### config.mk
export PLATFORM = sky130hd
export DESIGN_NAME = uart_rx_packer
export DESIGN_NICKNAME = d
export VERILOG_FILES = /design/src/rtl/uart_rx_packer.sv
export SDC_FILE = /design/constraint.sdc
export NUM_CORES = 1
export LEC_CHECK = 0
export ABC_CLOCK_PERIOD_IN_PS = 6600
export BUFFER_PORTS_ARGS = -buffer_cell sky130_fd_sc_hd__buf_2
export CAP_MARGIN = 20
export CORE_ASPECT_RATIO = 2
export CORE_MARGIN = 5
export CORE_UTILIZATION = 30
export CTS_BUF_LIST = sky130_fd_sc_hd__clkbuf_2 sky130_fd_sc_hd__clkbuf_4 sky130_fd_sc_hd__clkbuf_8
export DETAILED_ROUTE_END_ITERATION = 10
export PLACE_DENSITY_LB_ADDON = 0.12
export SLEW_MARGIN = 20
export SYNTH_ARGS = -nofsm -noshare
export SYNTH_HDL_FRONTEND = slang
export SYNTH_SLANG_ARGS = --single-unit
### constraint.sdc
create_clock -name clk -period 6.6 [get_ports clk]
set_input_delay 0.33 -clock clk [delete_from_list [all_inputs] [get_ports clk]]
set_output_delay 0.33 -clock clk [all_outputs]
set_load 0.005 [all_outputs]
### src/rtl/uart_rx_packer.sv
// UART receive front-end: deserialises BITS_PER_WORD-bit words and packs N_WORDS of
// them into one valid/ready beat, reporting framing, parity, overflow and timeout events.
module uart_rx_packer #(
  parameter int CLOCKS_PER_PULSE = 33,
  parameter int BITS_PER_WORD    = 8,
  parameter int N_WORDS          = 2,
  parameter int PARITY           = 0,
  parameter int STOP_BITS        = 1,
  parameter int TIMEOUT_PULSES   = 20
) (
  input  logic                             clk,
  input  logic                             rstn,
  input  logic                             rx,
  output logic [N_WORDS*BITS_PER_WORD-1:0] m_data,
  output logic                             m_valid,
  input  logic                             m_ready,
  output logic                             frame_err,
  output logic                             parity_err,
  output logic                             overflow,
  output logic                             timeout
);
  localparam int CW    = $clog2(CLOCKS_PER_PULSE);
  localparam int HALF  = CLOCKS_PER_PULSE / 2;
  localparam int BW    = $clog2(BITS_PER_WORD);
  localparam int WW    = $clog2(N_WORDS + 1);
  localparam int LIMIT = TIMEOUT_PULSES * CLOCKS_PER_PULSE;
  localparam int TW    = $clog2(LIMIT + 2);

  typedef enum logic [2:0] {
    S_IDLE, S_START, S_DATA, S_PARITY, S_STOP, S_WAIT_HIGH
  } state_t;

  state_t                                state_q, state_d;
  logic [1:0]                            rx_sync;
  logic                                  rx_s;
  logic [CW-1:0]                         cnt;
  logic [BW-1:0]                         bit_idx;
  logic                                  stop_idx;
  logic [BITS_PER_WORD-1:0]              shreg;
  logic                                  par_bad;
  logic [WW-1:0]                         wcnt;
  logic [TW-1:0]                         idle_cnt;
  logic [N_WORDS-1:0][BITS_PER_WORD-1:0] asm_q;
  logic                                  mid, par_calc, pkt_full;
  logic                                  word_done, frame_hit, par_hit, to_hit;

  // Preset to idle-high so a reset release never looks like a start bit.
  always_ff @(posedge clk or negedge rstn)
    if (!rstn) rx_sync <= 2'b11;
    else       rx_sync <= {rx_sync[0], rx};

  assign rx_s     = rx_sync[1];
  assign mid      = (cnt == CW'(HALF));
  assign par_calc = ^{shreg, rx_s};
  assign pkt_full = (wcnt == WW'(N_WORDS));
  assign to_hit   = (TIMEOUT_PULSES != 0) && (state_q == S_IDLE) && rx_s &&
                    (wcnt != '0) && (idle_cnt == TW'(LIMIT - 1));

  always_ff @(posedge clk or negedge rstn)
    if (!rstn) state_q <= S_IDLE;
    else       state_q <= state_d;

  always_comb begin
    state_d   = state_q;
    word_done = 1'b0;
    frame_hit = 1'b0;
    par_hit   = 1'b0;
    case (state_q)
      S_IDLE:      if (!rx_s) state_d = S_START;
      S_START:     if (mid) state_d = rx_s ? S_IDLE : S_DATA;
      S_DATA:      if (mid && bit_idx == BW'(BITS_PER_WORD - 1))
                     state_d = (PARITY != 0) ? S_PARITY : S_STOP;
      S_PARITY:    if (mid) begin
                     state_d = S_STOP;
                     par_hit = (PARITY == 1) ? ~par_calc : par_calc;
                   end
      S_STOP:      if (mid) begin
                     if (!rx_s) begin
                       state_d   = S_WAIT_HIGH;
                       frame_hit = 1'b1;
                     end else if (stop_idx == 1'(STOP_BITS - 1)) begin
                       state_d   = S_IDLE;
                       word_done = !par_bad;
                     end
                   end
      S_WAIT_HIGH: if (rx_s) state_d = S_IDLE;
      default:     state_d = S_IDLE;
    endcase
  end

  // Bit timing restarts from zero at each start detection.
  always_ff @(posedge clk or negedge rstn)
    if (!rstn) begin
      cnt      <= '0;
      bit_idx  <= '0;
      stop_idx <= 1'b0;
      shreg    <= '0;
      par_bad  <= 1'b0;
    end else begin
      if (state_q == S_IDLE || state_q == S_WAIT_HIGH) cnt <= '0;
      else if (cnt == CW'(CLOCKS_PER_PULSE - 1))       cnt <= '0;
      else                                             cnt <= cnt + CW'(1);

      if (state_q != S_DATA) bit_idx <= '0;
      else if (mid)          bit_idx <= bit_idx + BW'(1);

      if (state_q != S_STOP) stop_idx <= 1'b0;
      else if (mid)          stop_idx <= ~stop_idx;

      if (state_q == S_DATA && mid) shreg <= {rx_s, shreg[BITS_PER_WORD-1:1]};

      if (state_q == S_IDLE) par_bad <= 1'b0;
      else if (par_hit)      par_bad <= 1'b1;
    end

  // A full assembly buffer is handed off (or dropped) one cycle after the last word lands.
  always_ff @(posedge clk or negedge rstn)
    if (!rstn) begin
      wcnt     <= '0;
      idle_cnt <= '0;
      asm_q    <= '0;
    end else begin
      if (pkt_full)                            wcnt <= '0;
      else if (par_hit || frame_hit || to_hit) wcnt <= '0;
      else if (word_done)                      wcnt <= wcnt + WW'(1);

      if (state_q != S_IDLE || !rx_s || wcnt == '0 || to_hit) idle_cnt <= '0;
      else                                                    idle_cnt <= idle_cnt + TW'(1);

      for (int iw = 0; iw < N_WORDS; iw++)
        if (word_done && wcnt == WW'(iw)) asm_q[iw] <= shreg;
    end

  always_ff @(posedge clk or negedge rstn)
    if (!rstn) begin
      m_data     <= '0;
      m_valid    <= 1'b0;
      frame_err  <= 1'b0;
      parity_err <= 1'b0;
      overflow   <= 1'b0;
      timeout    <= 1'b0;
    end else begin
      if (pkt_full && (!m_valid || m_ready)) begin
        m_data  <= asm_q;
        m_valid <= 1'b1;
      end else if (m_ready) begin
        m_valid <= 1'b0;
      end
      frame_err  <= frame_hit;
      parity_err <= par_hit;
      overflow   <= pkt_full && m_valid && !m_ready;
      timeout    <= to_hit;
    end

endmodule

==> impl_metrics.toml <==
[job]
cap_violations = 0

[min_path]
hp-class = "input pin to async pin"

[sta]
fmax_ghz = 0.430
final-hold-violation-count = 0
fin_skew_ns = 0.0103
finalSetupTns_ns = 0
finalSetupViolCount = 0
rsz0062_at_grt = "no"
final.period_utilization_pct = 35.2
tightestPinTransition_ns = 0.942
min_period_ns = 2.32
max-slew-margin-rel_pct = 37.2
maxSlewViolCount = 0

[clock_tree]
clock_latency_ns = 0.35
clkSlewWorstSetupHoldPaths_ns = 0.08
numClockSinks = 73
htreeDepth = 3
post_cts_buffers = 0
hold_buffers = 0
cts_made_buffers = 9
cts-root-buf = "clkbuf_8"
cts_buffer_depth = 2
cts_tree = "done"
post_cts_resized = 0

[placement]
dp_hpwl_mm = 4.38
dpl.cell_count = 402
io_buffers = 24
gp_congestion = 0.705

[global_route]
grt_pass1_vias = 2075
grt.total_usage_pct = 10.3
grt_pass1_wl_mm = 10.6
antenna_found_initial = 0
grt_max_degree = 74
grt_overflow = 0

[pwr]
p_leak_nw = 1.85
p_int_uw = 773
power.density_mw_per_mm2 = 277
seqPwrFrac_pct = 49.1
power_switching_uw = 267
switching_share_pct = 25.6
peakVddDrop_uv = 96.9
pwr-share-clk_pct = 40.3
total_power_mw = 1.04
combinationalPowerShare_pct = 10.5

[synthesis]
synth_top_family_by_area = "multiplexers"
yosys.area_share.simple_pct = 12.9
seq_area_frac_synth_pct = 56.3
netlist_instances = 247
synth_area_sq_mm = 0.00325
synth_top_area_share_pct = 54.6
synthAdderAreaFrac_pct = 3.08
synthFlopType = "dfrtp_1"
synth_compound_area_share_pct = 2.85
synth.largest_area_cell = "dfrtp_1"
synthTopCellsByArea = "dfrtp_1, mux2_2, mux2_4, xor2_1, ha_1"
synth.avg_cell_area_sq_um = 13.2
synth-edff-count = 0
synthArstFlopShare_pct = 100
synth_nets = 259
synthXorXnorAreaFrac_pct = 6.81
synth_warnings = 0
muxShareOfSynthArea_pct = 16.4
ys_types = 46
ys_ff_latch = 73

[routing]
remaining_drc_errors = 0
avgRoutedWirePerCell_um = 14.6
drtAntennaViolNets = 0
initialDrtViolationCount = 50
vias = 1905
drt-total-wl_mm = 6.10
drt_first_pass_iters = 4
avgViaCountPerCell = 4.57

[die]
num_io_pins = 25
fp.dieArea_sq_mm = 0.0131
die_h_um = 157
core_sq_mm = 0.0105
fp-row-count = 53
die_x_um = 83.6
start_util_pct = 30.8

[setup_path]
arrival_ns = 2.55
worstSetupEndpointType = "flip-flop"
required_ns = 6.82
cpMaxStageDelayCell = "nor4_4"
crit_fanout = 8
crit_chain = "inv_1, ha_1, or3b_1, nor4_4, nand2_4, mux2_4"
cpPeakStageDelay_ns = 0.56
crit_type = "flip-flop to flip-flop"
worst_setup_path_start_kind = "flip-flop"

[layout]
final_cell_mix = "dfrtp_1, mux2_2, nor2_1"
nets = 288
drive_gt1_share_pct = 32.5
antenna_cells = 0
instances_no_fill = 417
final_common_cell = "dfrtp_1"
area_delta_synth_final_pct = 15.4

[status]
outcome = "finished clean"
## layout make-up
| cell class | instances | area, sq um |
|---|---|---|
| fillers | 1041 | 6790 |
| flip-flops and latches | 73 | 1830 |
| multi-input cells | 161 | 1370 |
| well taps | 137 | 171 |
| clock buffers | 10 | 131 |
| repair buffers | 24 | 123 |
| clock inverters | 5 | 105 |
| inverters | 7 | 26.3 |
## Yosys cell counts (2+ instances only)
library cell and count:
a21oi_1 3, and2_1 2, and3_1 2, clkbuf_1 4
dfrtp_1 71, dfstp_2 2, ha_1 8, inv_1 7
mux2_2 25, mux2_4 16, nand2_1 13, nand2_4 2
nand2b_1 3, nand3_1 5, nand4_1 4, nor2_1 24
nor3_1 5, nor4_1 2, nor4b_1 2, o21ai_0 2
o31ai_1 2, xnor2_1 8, xor2_1 12
## sequential cells by signal (all words and copies together), names as in the netlist, 2 cells and up
signal	count
state_q	3
wcnt	2
rx_sync	2
m_data	16
idle_cnt	10
bit_idx	3
cnt	6
shreg	8
asm_q	16
## through the flow
step | setup slack (ns) | hold WS [ns] | area [sq um] | util (%)
finish | 4.28 | 0.0749 | 3750 | 35.6
floorplan | 4.46 | 0.0344 | 3250 | -
global route | 4.13 | 0.0573 | 3750 | 35.6
global placement | 4.28 | 0.347 | 3510 | 33.3
detailed placement | 4.25 | 0.349 | 3510 | 33.3
CTS | 4.24 | 0.0651 | 3750 | 35.6
## final timing paths
check | start | endpoint | slack [ns] | depth (start not counted)
setup / recovery | cnt[0]$_DFF_PN0_ | asm_q[13]$_DFFE_PN0P_ | 4.28 | 6
hold / removal | rstn | m_data[1]$_DFFE_PN0P_ | 0.07 | 1
setup reg to reg | cnt[0]$_DFF_PN0_ | asm_q[13]$_DFFE_PN0P_ | 4.28 | 6
hold reg to reg | rx_sync[0]$_DFF_PN1_ | rx_sync[1]$_DFF_PN1_ | 0.36 | 0
max in group asynchronous | rstn | wcnt[0]$_DFFE_PN0P_ | 5.85 | 1
min in group clk | rx | rx_sync[0]$_DFF_PN1_ | 0.08 | 1
## per-layer routing
| metal | GRT usage [%] | part of all wire [%] | up-vias |
|---|---|---|---|
| met5 | 0 | 0 | - |
| li1 | - | - | 903 |
| met1 | 10.1 | 37 | 971 |
| met2 | 19.4 | 57 | 22 |
| met3 | 3.09 | 3.2 | 9 |
| met4 | 4.83 | 2.3 | 0 |
## logic make-up (layout without fill, tap and decap cells)
family / Yosys count / count (layout)
adders and majority gates: 8 / 8
and+or+nand+nor: 76 / 76
muxes: 42 / 42
buffers and inverters: 13 / 46
AOI/OAI and AO/OA: 13 / 13
xor gates and xnor gates: 22 / 22
DFF: 73 / 73
## power by group through the flow
| stage | sequential (mW) | clock [mW] | combinational [mW] |
|---|---|---|---|
| 2_1_floorplan | 0.501 | 0 | 0.103 |
| 3_3_place_gp | 0.520 | 0 | 0.114 |
| 3_5_place_dp | 0.521 | 0 | 0.113 |
| 4_1_cts | 0.512 | 0.433 | 0.114 |
| 5_1_grt | 0.517 | 0.455 | 0.125 |
| 6_report | 0.511 | 0.420 | 0.109 |
## worst max-delay path, delay by kind of cell (launching register included)
kind	cells	cell delay [ns]
adders and majority gates	1	0.13
buffers and inverters	1	0.07
DFF	1	0.41
muxes	1	0.34
and+or+nand+nor	3	1.27
Power figures use the tool's default switching activity.
